<file path="config.mk">
export PLATFORM = sky130hd
export DESIGN_NAME = apb_master
export DESIGN_NICKNAME = d
export VERILOG_FILES = /design/src/rtl/apb_master.sv
export SDC_FILE = /design/constraint.sdc
export NUM_CORES = 1
export LEC_CHECK = 0
export BUFFER_PORTS_ARGS = -buffer_cell sky130_fd_sc_hd__buf_2
export CAP_MARGIN = 30
export CORE_ASPECT_RATIO = 1.5
export CORE_UTILIZATION = 46
export DETAILED_ROUTE_END_ITERATION = 8
export HOLD_SLACK_MARGIN = 0.08
export MAX_ROUTING_LAYER = met4
export PLACE_DENSITY = 0.91
export SLEW_MARGIN = 30
export SYNTH_ARGS = -nofsm -noshare
export SYNTH_HDL_FRONTEND = slang
export SYNTH_SLANG_ARGS = --single-unit
</file>
<file path="constraint.sdc">
create_clock -name PCLK -period 2.14 [get_ports PCLK]
set_input_delay 0.107 -clock PCLK [delete_from_list [all_inputs] [get_ports PCLK]]
set_output_delay 0.107 -clock PCLK [all_outputs]
set_load 0.01 [all_outputs]
</file>
<file path="src/rtl/apb_master.sv">
// -----------------------------------------------------------------------------
// apb_master
// Converts a simple request/grant handshake into APB3 transfers
// (IDLE -> SETUP -> ACCESS). Each accepted request produces exactly one
// rvalid_o pulse, which carries either the slave response or a timeout abort.
//
// Parameters
//   ADDR_WIDTH     : width of addr_i and PADDR
//   TIMEOUT_CYCLES : ACCESS-phase cycles allowed before abort (0 = no timeout)
//
// Ports
//   PCLK, PRESETn            : clock, asynchronous active-low reset
//   req_i, we_i, addr_i,     : requester side; fields sampled on the grant edge
//   wdata_i, gnt_o           : gnt_o is combinational (IDLE && req_i)
//   rvalid_o, rdata_o, err_o : one-cycle response; data/err are 0 otherwise
//   PADDR, PSEL, PENABLE,    : APB master outputs, all registered
//   PWRITE, PWDATA
//   PRDATA, PREADY           : APB slave response
// -----------------------------------------------------------------------------
module apb_master #(
  parameter int ADDR_WIDTH     = 32,
  parameter int TIMEOUT_CYCLES = 16
) (
  input  logic                  PCLK,
  input  logic                  PRESETn,
  input  logic                  req_i,
  input  logic                  we_i,
  input  logic [ADDR_WIDTH-1:0] addr_i,
  input  logic [31:0]           wdata_i,
  output logic                  gnt_o,
  output logic                  rvalid_o,
  output logic [31:0]           rdata_o,
  output logic                  err_o,
  output logic [ADDR_WIDTH-1:0] PADDR,
  output logic                  PSEL,
  output logic                  PENABLE,
  output logic                  PWRITE,
  output logic [31:0]           PWDATA,
  input  logic [31:0]           PRDATA,
  input  logic                  PREADY
);

  // A zero timeout still needs a legal (1-bit) counter vector.
  localparam int CNT_W = (TIMEOUT_CYCLES > 0) ? $clog2(TIMEOUT_CYCLES + 1) : 1;
  localparam int TO_LAST_INT = (TIMEOUT_CYCLES > 0) ? (TIMEOUT_CYCLES - 1) : 0;
  localparam logic [CNT_W-1:0] TO_LAST = CNT_W'(TO_LAST_INT);
  localparam bit TO_EN = (TIMEOUT_CYCLES > 0);

  typedef enum logic [1:0] {
    ST_IDLE   = 2'd0,
    ST_SETUP  = 2'd1,
    ST_ACCESS = 2'd2
  } state_t;

  state_t            state_r, state_s;
  logic [CNT_W-1:0]  wait_cnt_r, wait_cnt_s;
  logic              gnt_s;
  logic              done_s;
  logic              abort_s;
  logic              timeout_hit_s;

  logic              psel_r, penable_r, pwrite_r;
  logic [ADDR_WIDTH-1:0] paddr_r;
  logic [31:0]       pwdata_r;
  logic              rvalid_r, err_r;
  logic [31:0]       rdata_r;

  // Last permitted wait cycle: PREADY still low here means abort.
  assign timeout_hit_s = TO_EN && (wait_cnt_r == TO_LAST);

  // Next-state, grant and completion decode.
  always_comb begin
    state_s    = state_r;
    wait_cnt_s = wait_cnt_r;
    gnt_s      = 1'b0;
    done_s     = 1'b0;
    abort_s    = 1'b0;
    case (state_r)
      ST_IDLE: begin
        // Gated with reset so a held request is never granted during reset.
        if (req_i && PRESETn) begin
          gnt_s   = 1'b1;
          state_s = ST_SETUP;
        end else begin
          state_s = ST_IDLE;
        end
      end
      ST_SETUP: begin
        wait_cnt_s = {CNT_W{1'b0}};
        state_s    = ST_ACCESS;
      end
      ST_ACCESS: begin
        if (PREADY) begin
          done_s  = 1'b1;
          state_s = ST_IDLE;
        end else if (timeout_hit_s) begin
          abort_s = 1'b1;
          state_s = ST_IDLE;
        end else begin
          wait_cnt_s = wait_cnt_r + {{(CNT_W-1){1'b0}}, 1'b1};
          state_s    = ST_ACCESS;
        end
      end
      default: begin
        state_s    = ST_IDLE;
        wait_cnt_s = {CNT_W{1'b0}};
      end
    endcase
  end

  // State and wait-counter registers.
  always_ff @(posedge PCLK or negedge PRESETn) begin
    if (!PRESETn) begin
      state_r    <= ST_IDLE;
      wait_cnt_r <= {CNT_W{1'b0}};
    end else begin
      state_r    <= state_s;
      wait_cnt_r <= wait_cnt_s;
    end
  end

  // APB outputs: strobes follow the next state, fields load only on grant.
  always_ff @(posedge PCLK or negedge PRESETn) begin
    if (!PRESETn) begin
      psel_r    <= 1'b0;
      penable_r <= 1'b0;
      pwrite_r  <= 1'b0;
      paddr_r   <= {ADDR_WIDTH{1'b0}};
      pwdata_r  <= 32'h0000_0000;
    end else begin
      psel_r    <= (state_s != ST_IDLE);
      penable_r <= (state_s == ST_ACCESS);
      if (gnt_s) begin
        pwrite_r <= we_i;
        paddr_r  <= addr_i;
        pwdata_r <= wdata_i;
      end else begin
        pwrite_r <= pwrite_r;
        paddr_r  <= paddr_r;
        pwdata_r <= pwdata_r;
      end
    end
  end

  // Response pulse: data only for completed reads, err only for aborts.
  always_ff @(posedge PCLK or negedge PRESETn) begin
    if (!PRESETn) begin
      rvalid_r <= 1'b0;
      err_r    <= 1'b0;
      rdata_r  <= 32'h0000_0000;
    end else begin
      rvalid_r <= done_s | abort_s;
      err_r    <= abort_s;
      rdata_r  <= (done_s && !pwrite_r) ? PRDATA : 32'h0000_0000;
    end
  end

  assign gnt_o    = gnt_s;
  assign rvalid_o = rvalid_r;
  assign err_o    = err_r;
  assign rdata_o  = rdata_r;
  assign PSEL     = psel_r;
  assign PENABLE  = penable_r;
  assign PWRITE   = pwrite_r;
  assign PADDR    = paddr_r;
  assign PWDATA   = pwdata_r;

endmodule

</file>
Word level (Yosys, flattened, before mapping)
Index checks and enable logic that the tools add are counted.
- add/sub/neg operators: 1
- eq/ne operators: 6
- mux-type cells: 15
- bitwise operators: 2
- reduce and logical (&&, ||, !) cells: 6
- operator list (kind ; count):
    $mux W32 ; 1
    $mux W5 ; 2
    $pmux W5 S2 ; 1
    $mux W1 ; 8
    $pmux W2 S3 ; 1
    $add A5 B1 Y5 const B ; 1
    $eq A5 B4 Y1 const B ; 1
    $eq A2 B2 Y1 const B ; 2
    $mux W2 ; 2
    $ne A2 B2 Y1 const B ; 2
    $reduce_and A3 Y1 ; 1
    $eq A2 B1 Y1 const B ; 1
    $logic_and A1 B1 Y1 ; 2
    $logic_not A2 Y1 ; 1
    $reduce_bool A2 Y1 ; 1
    $logic_not A1 Y1 ; 1
    $not A1 Y1 ; 1
    $or A1 B1 Y1 ; 1
- register bits: 108
- input port bits: 101
- word-level logic and storage cells: 40

Depth between registers and ports, before layout
Gate-level depths: netlist of run 1.
- word-level depth: 5
- gate-level depth with buffers: 6
- mapped depth without buffers: 6

Worst setup path before layout of run 1
OpenSTA, ideal clock, no wires.
- kind: flip-flop to flip-flop
- start point: register wait_cnt_r[0]
- end point: register wait_cnt_r[1]
- setup time: 123 ps
- arrival time: 1554 ps
- data required time: 2017 ps
- setup slack: 463 ps
- stages on the path, launching flop included: 7
- buffers on the path: 0
- period minus slack after synthesis: 1677 ps
- cells stage by stage: dfrtp_1 -> ha_1 -> and3_1 -> ha_1 -> nor3b_4 -> mux2i_1 -> nor2_1
- word-level cells in the longest chain between the ends: 4
- elaborated cells between the ends (all ways): 7
- RTL lines (what ; line ; source):
    start: declaration ; 56 ; logic [CNT_W-1:0] wait_cnt_r, wait_cnt_s;
    start signal: assignment ; 115 ; wait_cnt_r <= {CNT_W{1'b0}};
    start signal: assignment ; 118 ; wait_cnt_r <= wait_cnt_s;
    $add A5 B1 Y5 ; 100 ; wait_cnt_s = wait_cnt_r + {{(CNT_W-1){1'b0}}, 1'b1};
    $mux W5 ; 96 ; end else if (timeout_hit_s) begin
    $mux W5 ; 93 ; if (PREADY) begin
    $pmux W5 S2 ; 78 ; case (state_r)
Several ways; a longest one is shown, not always the timed one. The select of a mux whose other input is x is not followed.
A chain may end at the register's enable or synchronous reset.

Final worst setup path of run 1
- start point: register wait_cnt_r[0]
- end point: register wait_cnt_r[4]
The elaborated chain is that of the path after synthesis.

==> results.md, run 1 <==
* Status: completed
* Most used cell, CP: ha_1
* Clk slew on worst S/H paths at 70 ps
* Crit path max-delay cell type: dfrtp_1
* Logic pwr share at 25.3%
* Unrepaired setup endpoints after global routing: false
* CTS buffer count at 9
* Reg2reg start: wait_cnt_r[0]
* Total wire length at 12.25 mm
* Sink Count at 108
* Final setup viols at 0
* Min cycle time layout at 1841 ps
* Number of I/O pins at 203
* Post-synthesis xor/xnor area fraction at 0.4270%
* Setup bufs post-CTS at 0
* Hold_sp: req_i
* Clk_lat worst skew at 340 ps
* Vias per cell at 4.887
* Synth Area in Adders at 0.6099%
* Mapped Area at 0.004103 mm2
* Pwr dens at 926.3 mW/mm2
* Root buffer cell: clkbuf_16
* DIE AREA at 0.009308 mm2
* Seq/Total Area, Yosys at 65.87%
* DR iter-0 viols at 190
* Longest Clk Path Bufs at 2
* Core Area at 0.008516 mm2
* Startpoint types: flop
* FMAX at 543.1 MHz
* Final Slew Violations at 0
* Setup CP Type: reg -> reg
* Required @ worst endpoint at 2390 ps
* Compound-Gate Fraction of Synth Area at 0.8539%
* Pint at 4357 uW
* Gp weighted congestion at 0.7509
* Cell variety after synth at 29
* Max transition margin at 49.07%
* Total global routing track utilization at 27.62%
* Final setup TNS at 0 ps
* Fraction of layout cells with a size suffix above 1 at 52.51%
* First-pass GRT wire length at 18.40 mm
* Drt pass-1 iters at 4
* Max Cap Viol at 0
* Cell Chain, Critical Path: ha_1 -> and3_1 -> ha_1 -> nor3b_4 -> nor2_1 -> a211oi_1
* Leak at 0.003349 uW
* WL/cell at 18.43 um
* Vias in the first global route at 3549
* Area Growth Syn to Fin at 58.68%
* Overflow left after global routing at 0
* Final Skew at 10.22 ps
* Layout filler cell count at 494
* Sequential Power Share at 44.5%
* Hold Slack at 102.3 ps
* Synth Area per Inst at 16.61 um2
* Mux contribution to synthesized area at 20.83%
* Largest net degree at the start of global routing at 62
* Via count at 3250
* Ant. Diodes at 0
* CTS H-tree depth at 3
* DRC violations left at 0
* Nets at 656
* Worst-path fanout max at 6
* IO buf count at 202
* Final hold violations at 0
* Hold Path Class: in -> reg
* Mapped Nets at 350
* DP Wirelength at 6.652 mm
* Tcrit/Tclk final at 86.04%
* Antenna violations before repair at 0
* Clock share of power at 30.2%
* Post-synthesis register bit count at 108
* Max VDD drop at 0.5181 mV
* Mapped Cells at 247
* Largest family of logic cells by synthesized area: multiplexers
* Crit path launch: wait_cnt_r[0]
* Die height at 117.7 um
* Yosys warnings at 0
* Initial Utilization at 48.18%
* Crit path arrival time at 2090 ps
* Die Wd at 79.11 um
* Switch Pwr at 1673 uW
* Crit. End Element: flop
* Worst slew pin tran at 763.9 ps
* Simple-gate area share of the yosys netlist at 8.448%
* CTS tree: yes
* Std cell rows at 41
* Antenna-violating nets left at 0
* Crit-path max cell delay at 410 ps
* Sw Ratio at 27.75%
==> stage by stage <==
stage	setup WS [ps]	power [uW]	instance area [um2]	utilization (%)	instances
after global placement	387.4	3940	5186	60.90	550
after detailed placement	320.7	4015	5186	60.90	550
final	298.7	6030	6510	76.45	665
after CTS	302.6	6000	6510	76.45	665
after floorplan	463.4	3411	4103	-	247
after global routing	181.7	6278	6510	76.45	665
==> layout make-up <==
type                       instances  area [um2]  area share (%)
sequential                       108        2703           41.51
timing repair buffer             306        2054           31.56
multi-input combinational        126        1279           19.64
clock buffer                      10       239.0           3.671
tap                              107       133.9           2.057
clock inverter                     6       93.84           1.441
inverter                           2       7.507          0.1153
==> cells by family after synthesis <==
kind of cell	Yosys count
compound gates	5
xor+xnor	2
fa+ha+maj	2
buf+inv	13
flops	108
mux	66
simple gates	51
==> state kept, by name, summed over array words and instances (netlist names), 2 cells and up <==
name / count
PADDR: 32
PWDATA: 32
wait_cnt_r: 5
state_r: 2
rdata_o: 32
==> worst max-delay path: cells and delay by family (launching register included) <==
kind                       cells  cell delay (ps)
AOI/OAI and AO/OA              1              240
adders and majority gates      2              480
DFF                            1              410
and+or+nand+nor                3              610
==> power by group through the flow <==
stage	logic, uW	clock network [uW]	registers (uW)
6_report	1520	1820	2680
3_3_place_gp	1290	0	2660
4_1_cts	1480	1850	2660
3_5_place_dp	1320	0	2690
2_1_floorplan	565	0	2850
5_1_grt	1620	1930	2730
==> per-layer routing <==
| layer | vias up | share of wire [%] | GRT usage [%] |
|---|---|---|---|
| li1 | 1440 | - | - |
| met1 | 1621 | 34 | 27.15 |
| met2 | 143 | 56 | 50.38 |
| met3 | 46 | 4.9 | 4.806 |
| met4 | 0 | 4.3 | 14.09 |
| met5 | - | 0 | - |
==> synth_stat cells <==
| library cell | number | area (um2) |
|---|---|---|
| a211oi_1 | 1 | 7.510 |
| a21o_1 | 1 | 7.510 |
| a21oi_1 | 1 | 5.000 |
| and2_1 | 32 | 200.2 |
| and3_1 | 2 | 12.51 |
| buf_12 | 3 | 60.06 |
| buf_2 | 1 | 5.000 |
| buf_4 | 3 | 22.52 |
| buf_6 | 1 | 11.26 |
| clkbuf_2 | 3 | 15.01 |
| dfrtp_1 | 108 | 2703 |
| ha_1 | 2 | 25.02 |
| inv_1 | 2 | 7.510 |
| mux2_2 | 35 | 394.1 |
| mux2_4 | 30 | 450.4 |
| mux2i_1 | 1 | 10.01 |
| nand2_1 | 1 | 3.750 |
| nand2b_1 | 1 | 6.260 |
| nand2b_4 | 1 | 13.76 |
| nand3_1 | 1 | 5.000 |
| nor2_1 | 6 | 22.52 |
| nor3_1 | 1 | 5.000 |
| nor3_4 | 1 | 16.27 |
| nor3b_1 | 1 | 7.510 |
| nor3b_4 | 2 | 37.54 |
| nor4bb_1 | 1 | 10.01 |
| o31ai_1 | 2 | 15.01 |
| or2_2 | 1 | 6.260 |
| xnor2_1 | 2 | 17.52 |
==> layout by cell type, fill, tap and decap left out, types with 5 or more instances in the layout <==
cell type,instances
clkbuf_16,9
buf_4,5
mux2_2,35
dfrtp_1,108
buf_2,201
dlygate4sd3_1,99
and2_1,32
mux2_4,30
nor2_1,6
==> path summary, 6_finish.rpt <==
| path | cells past startpoint | endpoint | slack, ps |
|---|---|---|---|
| max in group asynchronous | 4 | PWDATA[23] | 490 |
| worst min-delay path | 3 | state_r[0] | 100 |
| worst max register to register | 6 | wait_cnt_r[4] | 300 |
| worst max-delay path | 6 | wait_cnt_r[4] | 300 |
| min in group asynchronous | 3 | PADDR[31] | 450 |
| worst min register to register | 1 | PADDR[30] | 510 |
==> what timing repair did <==
action,CTS,global route
hold buffers,99,0
gates resized for setup,0,0
endpoints found under the hold margin,145,0
(Power assumes the default switching activity.)
==> run 2: changes to the inputs <==
--- a/config.mk
+++ b/config.mk
@@ -8,11 +8,11 @@
 export BUFFER_PORTS_ARGS = -buffer_cell sky130_fd_sc_hd__buf_2
 export CAP_MARGIN = 30
 export CORE_ASPECT_RATIO = 1.5
-export CORE_UTILIZATION = 46
+export CORE_UTILIZATION = 49
 export DETAILED_ROUTE_END_ITERATION = 8
 export HOLD_SLACK_MARGIN = 0.08
 export MAX_ROUTING_LAYER = met4
-export PLACE_DENSITY = 0.91
+export PLACE_DENSITY = 0.95
 export SLEW_MARGIN = 30
 export SYNTH_ARGS = -nofsm -noshare
 export SYNTH_HDL_FRONTEND = slang
==> constraint.sdc (replaced) <==
create_clock -name PCLK -period 2.4 [get_ports PCLK]
set_input_delay 0.12 -clock PCLK [delete_from_list [all_inputs] [get_ports PCLK]]
set_output_delay 0.12 -clock PCLK [all_outputs]
set_load 0.01 [all_outputs]
==> run 2 against run 1 <==
- sequential share of layout area up 0.23 points
- cell count down 0.30%
- global-route usage is 1.7 points higher
- first-iteration DRC count down 13%
- setup slack better by 24 ps
- critical path type is now in -> out
- combinational power decreased by 11%
- non-clock buffer count stayed put
==> results.md, run 2 (same netlist as run 1, synthesis figures left out) <==
* DR iter-0 viols at 165
* Max Cap Viol at 0
* DP Wirelength at 6.469 mm
* Total global routing track utilization at 29.31%
* Gp weighted congestion at 0.7518
* Drt pass-1 iters at 4
* Largest net degree at the start of global routing at 83
* Antenna-violating nets left at 0
* Final setup TNS at 0 ps
* Status: completed
* Initial Utilization at 50.92%
* Unrepaired setup endpoints after global routing: false
* DRC violations left at 0
* Nets at 656
* DIE AREA at 0.008750 mm2
* Crit-path max cell delay at 540 ps
* Fraction of layout cells with a size suffix above 1 at 52.15%
* Via count at 3224
* Most common cell after layout, fill and taps aside: buf_2
* Crit path arrival time at 1960 ps
* Setup bufs post-CTS at 0
* WL/cell at 18.15 um
* Core Area at 0.008058 mm2
* Worst-path fanout max at 28
* Die Wd at 76.71 um
* Required @ worst endpoint at 2280 ps
* Area Growth Syn to Fin at 57.79%
* Ant. Diodes at 0
* Overflow left after global routing at 0
* Tcrit/Tclk final at 86.54%
* CTS buffer count at 9
* Clk_lat worst skew at 330 ps
* Worst slew pin tran at 693.2 ps
* Number of I/O pins at 203
* Max transition margin at 53.79%
* Longest Clk Path Bufs at 2
* FMAX at 481.5 MHz
* Setup CP Type: in -> out
* Crit. End Element: output pin
* Die height at 114.1 um
* Post-DP Area at 0.005176 mm2
* Startpoint types: primary input
* Final Slew Violations at 0
* Final Skew at 4.747 ps
* Sink Count at 108
* Pwr dens at 797.9 mW/mm2
* Root buffer cell: clkbuf_16
* Clk slew on worst S/H paths at 70 ps
* Final hold violations at 0
* Layout filler cell count at 425
* CTS tree: yes
* Total wire length at 12.04 mm
* Post-layout util at 80.34%
* Crit path max-delay family: buffers and inverters
* First-pass GRT wire length at 18.43 mm
* Cts hold-fix bufs at 100
* Hold Path Class: in -> async
* Min cycle time layout at 2077 ps
* Antenna violations before repair at 0
* Max VDD drop at 0.7151 mV
* Total power at 5166 uW
* Crit path max-delay cell type: dlygate4sd3_1
* Leak at 0.003323 uW
* Resize count post-CTS at 0
* Final setup viols at 0
* CTS H-tree depth at 3
* Final instance area at 0.006474 mm2
* Vias in the first global route at 3579
* Cell Chain, Critical Path: dlygate4sd3_1 -> buf_4 -> nand2_1 -> nor3_4 -> buf_4 -> buf_2
* Most frequent cells in the layout: buf_2, dfrtp_1, dlygate4sd3_1
* Vias per cell at 4.863
* CP Buf/Inv Count at 4
* Most used cell, CP: buf_4
* Std cell rows at 40
* IO buf count at 202
-- run 2: cell count changes in the layout (fill, tap and decap cells not counted) --
cell / before / now
clkbuf_8: 1 / 0
dlygate4sd3_1: 99 / 100
buf_6: 0 / 1
buf_4: 5 / 3
clkbuf_1: 0 / 1
clkinvlp_4: 0 / 2
inv_8: 1 / 0
inv_6: 2 / 1
bufinv_16: 2 / 1
clkinv_2: 1 / 2
-- run 2: report_power, final --
group	switching, uW	total (uW)	internal [uW]
sequential	222	2390	2170
clock	613	1420	809
combinational	592	1350	759
-- run 2: path summary, 6_finish.rpt --
check,start,end,slack (ps),depth (start not counted)
max in group asynchronous,PRESETn,rdata_o[30],1130,3
max,PRESETn,gnt_o,320,6
max reg2reg,wait_cnt_r[0],wait_cnt_r[1],570,6
min in group PCLK,PADDR[28],PADDR[28],510,1
min reg2reg,PADDR[28],PADDR[28],510,1
min,PRESETn,wait_cnt_r[2],280,2
-- run 2: metrics by stage --
step	hold WS [ps]	worst slack [ps]	cells
6_report	279.0	323.0	663
5_1_grt	304.7	148.9	663
4_1_cts	263.0	292.9	663
3_5_place_dp	60.98	551.7	547
3_3_place_gp	58.62	650.1	547
2_1_floorplan	-175.6	723.4	247
-- run 2: routing by layer --
metal,track usage (%),share of wire [%]
met3,4.223,4.0
met4,15.00,3.5
met1,28.77,34
met2,55.30,58
met5,-,0
-- run 2: worst reg2reg max path: stages (launching register included) --
cell	delay [ps]
dfrtp_1	400
ha_1	210
and3_1	180
ha_1	260
nor3b_4	350
mux2i_1	240
nor2_1	60
-- run 2: final cells by class --
class	count	area (um2)	area share [%]
clock buffers	10	229.0	3.537
flip-flops and latches	108	2703	41.75
clock inverters	6	63.81	0.9857
inverters	2	7.507	0.1160
well taps	105	131.4	2.029
multi-input cells	126	1279	19.75
repair buffers	306	2061	31.83
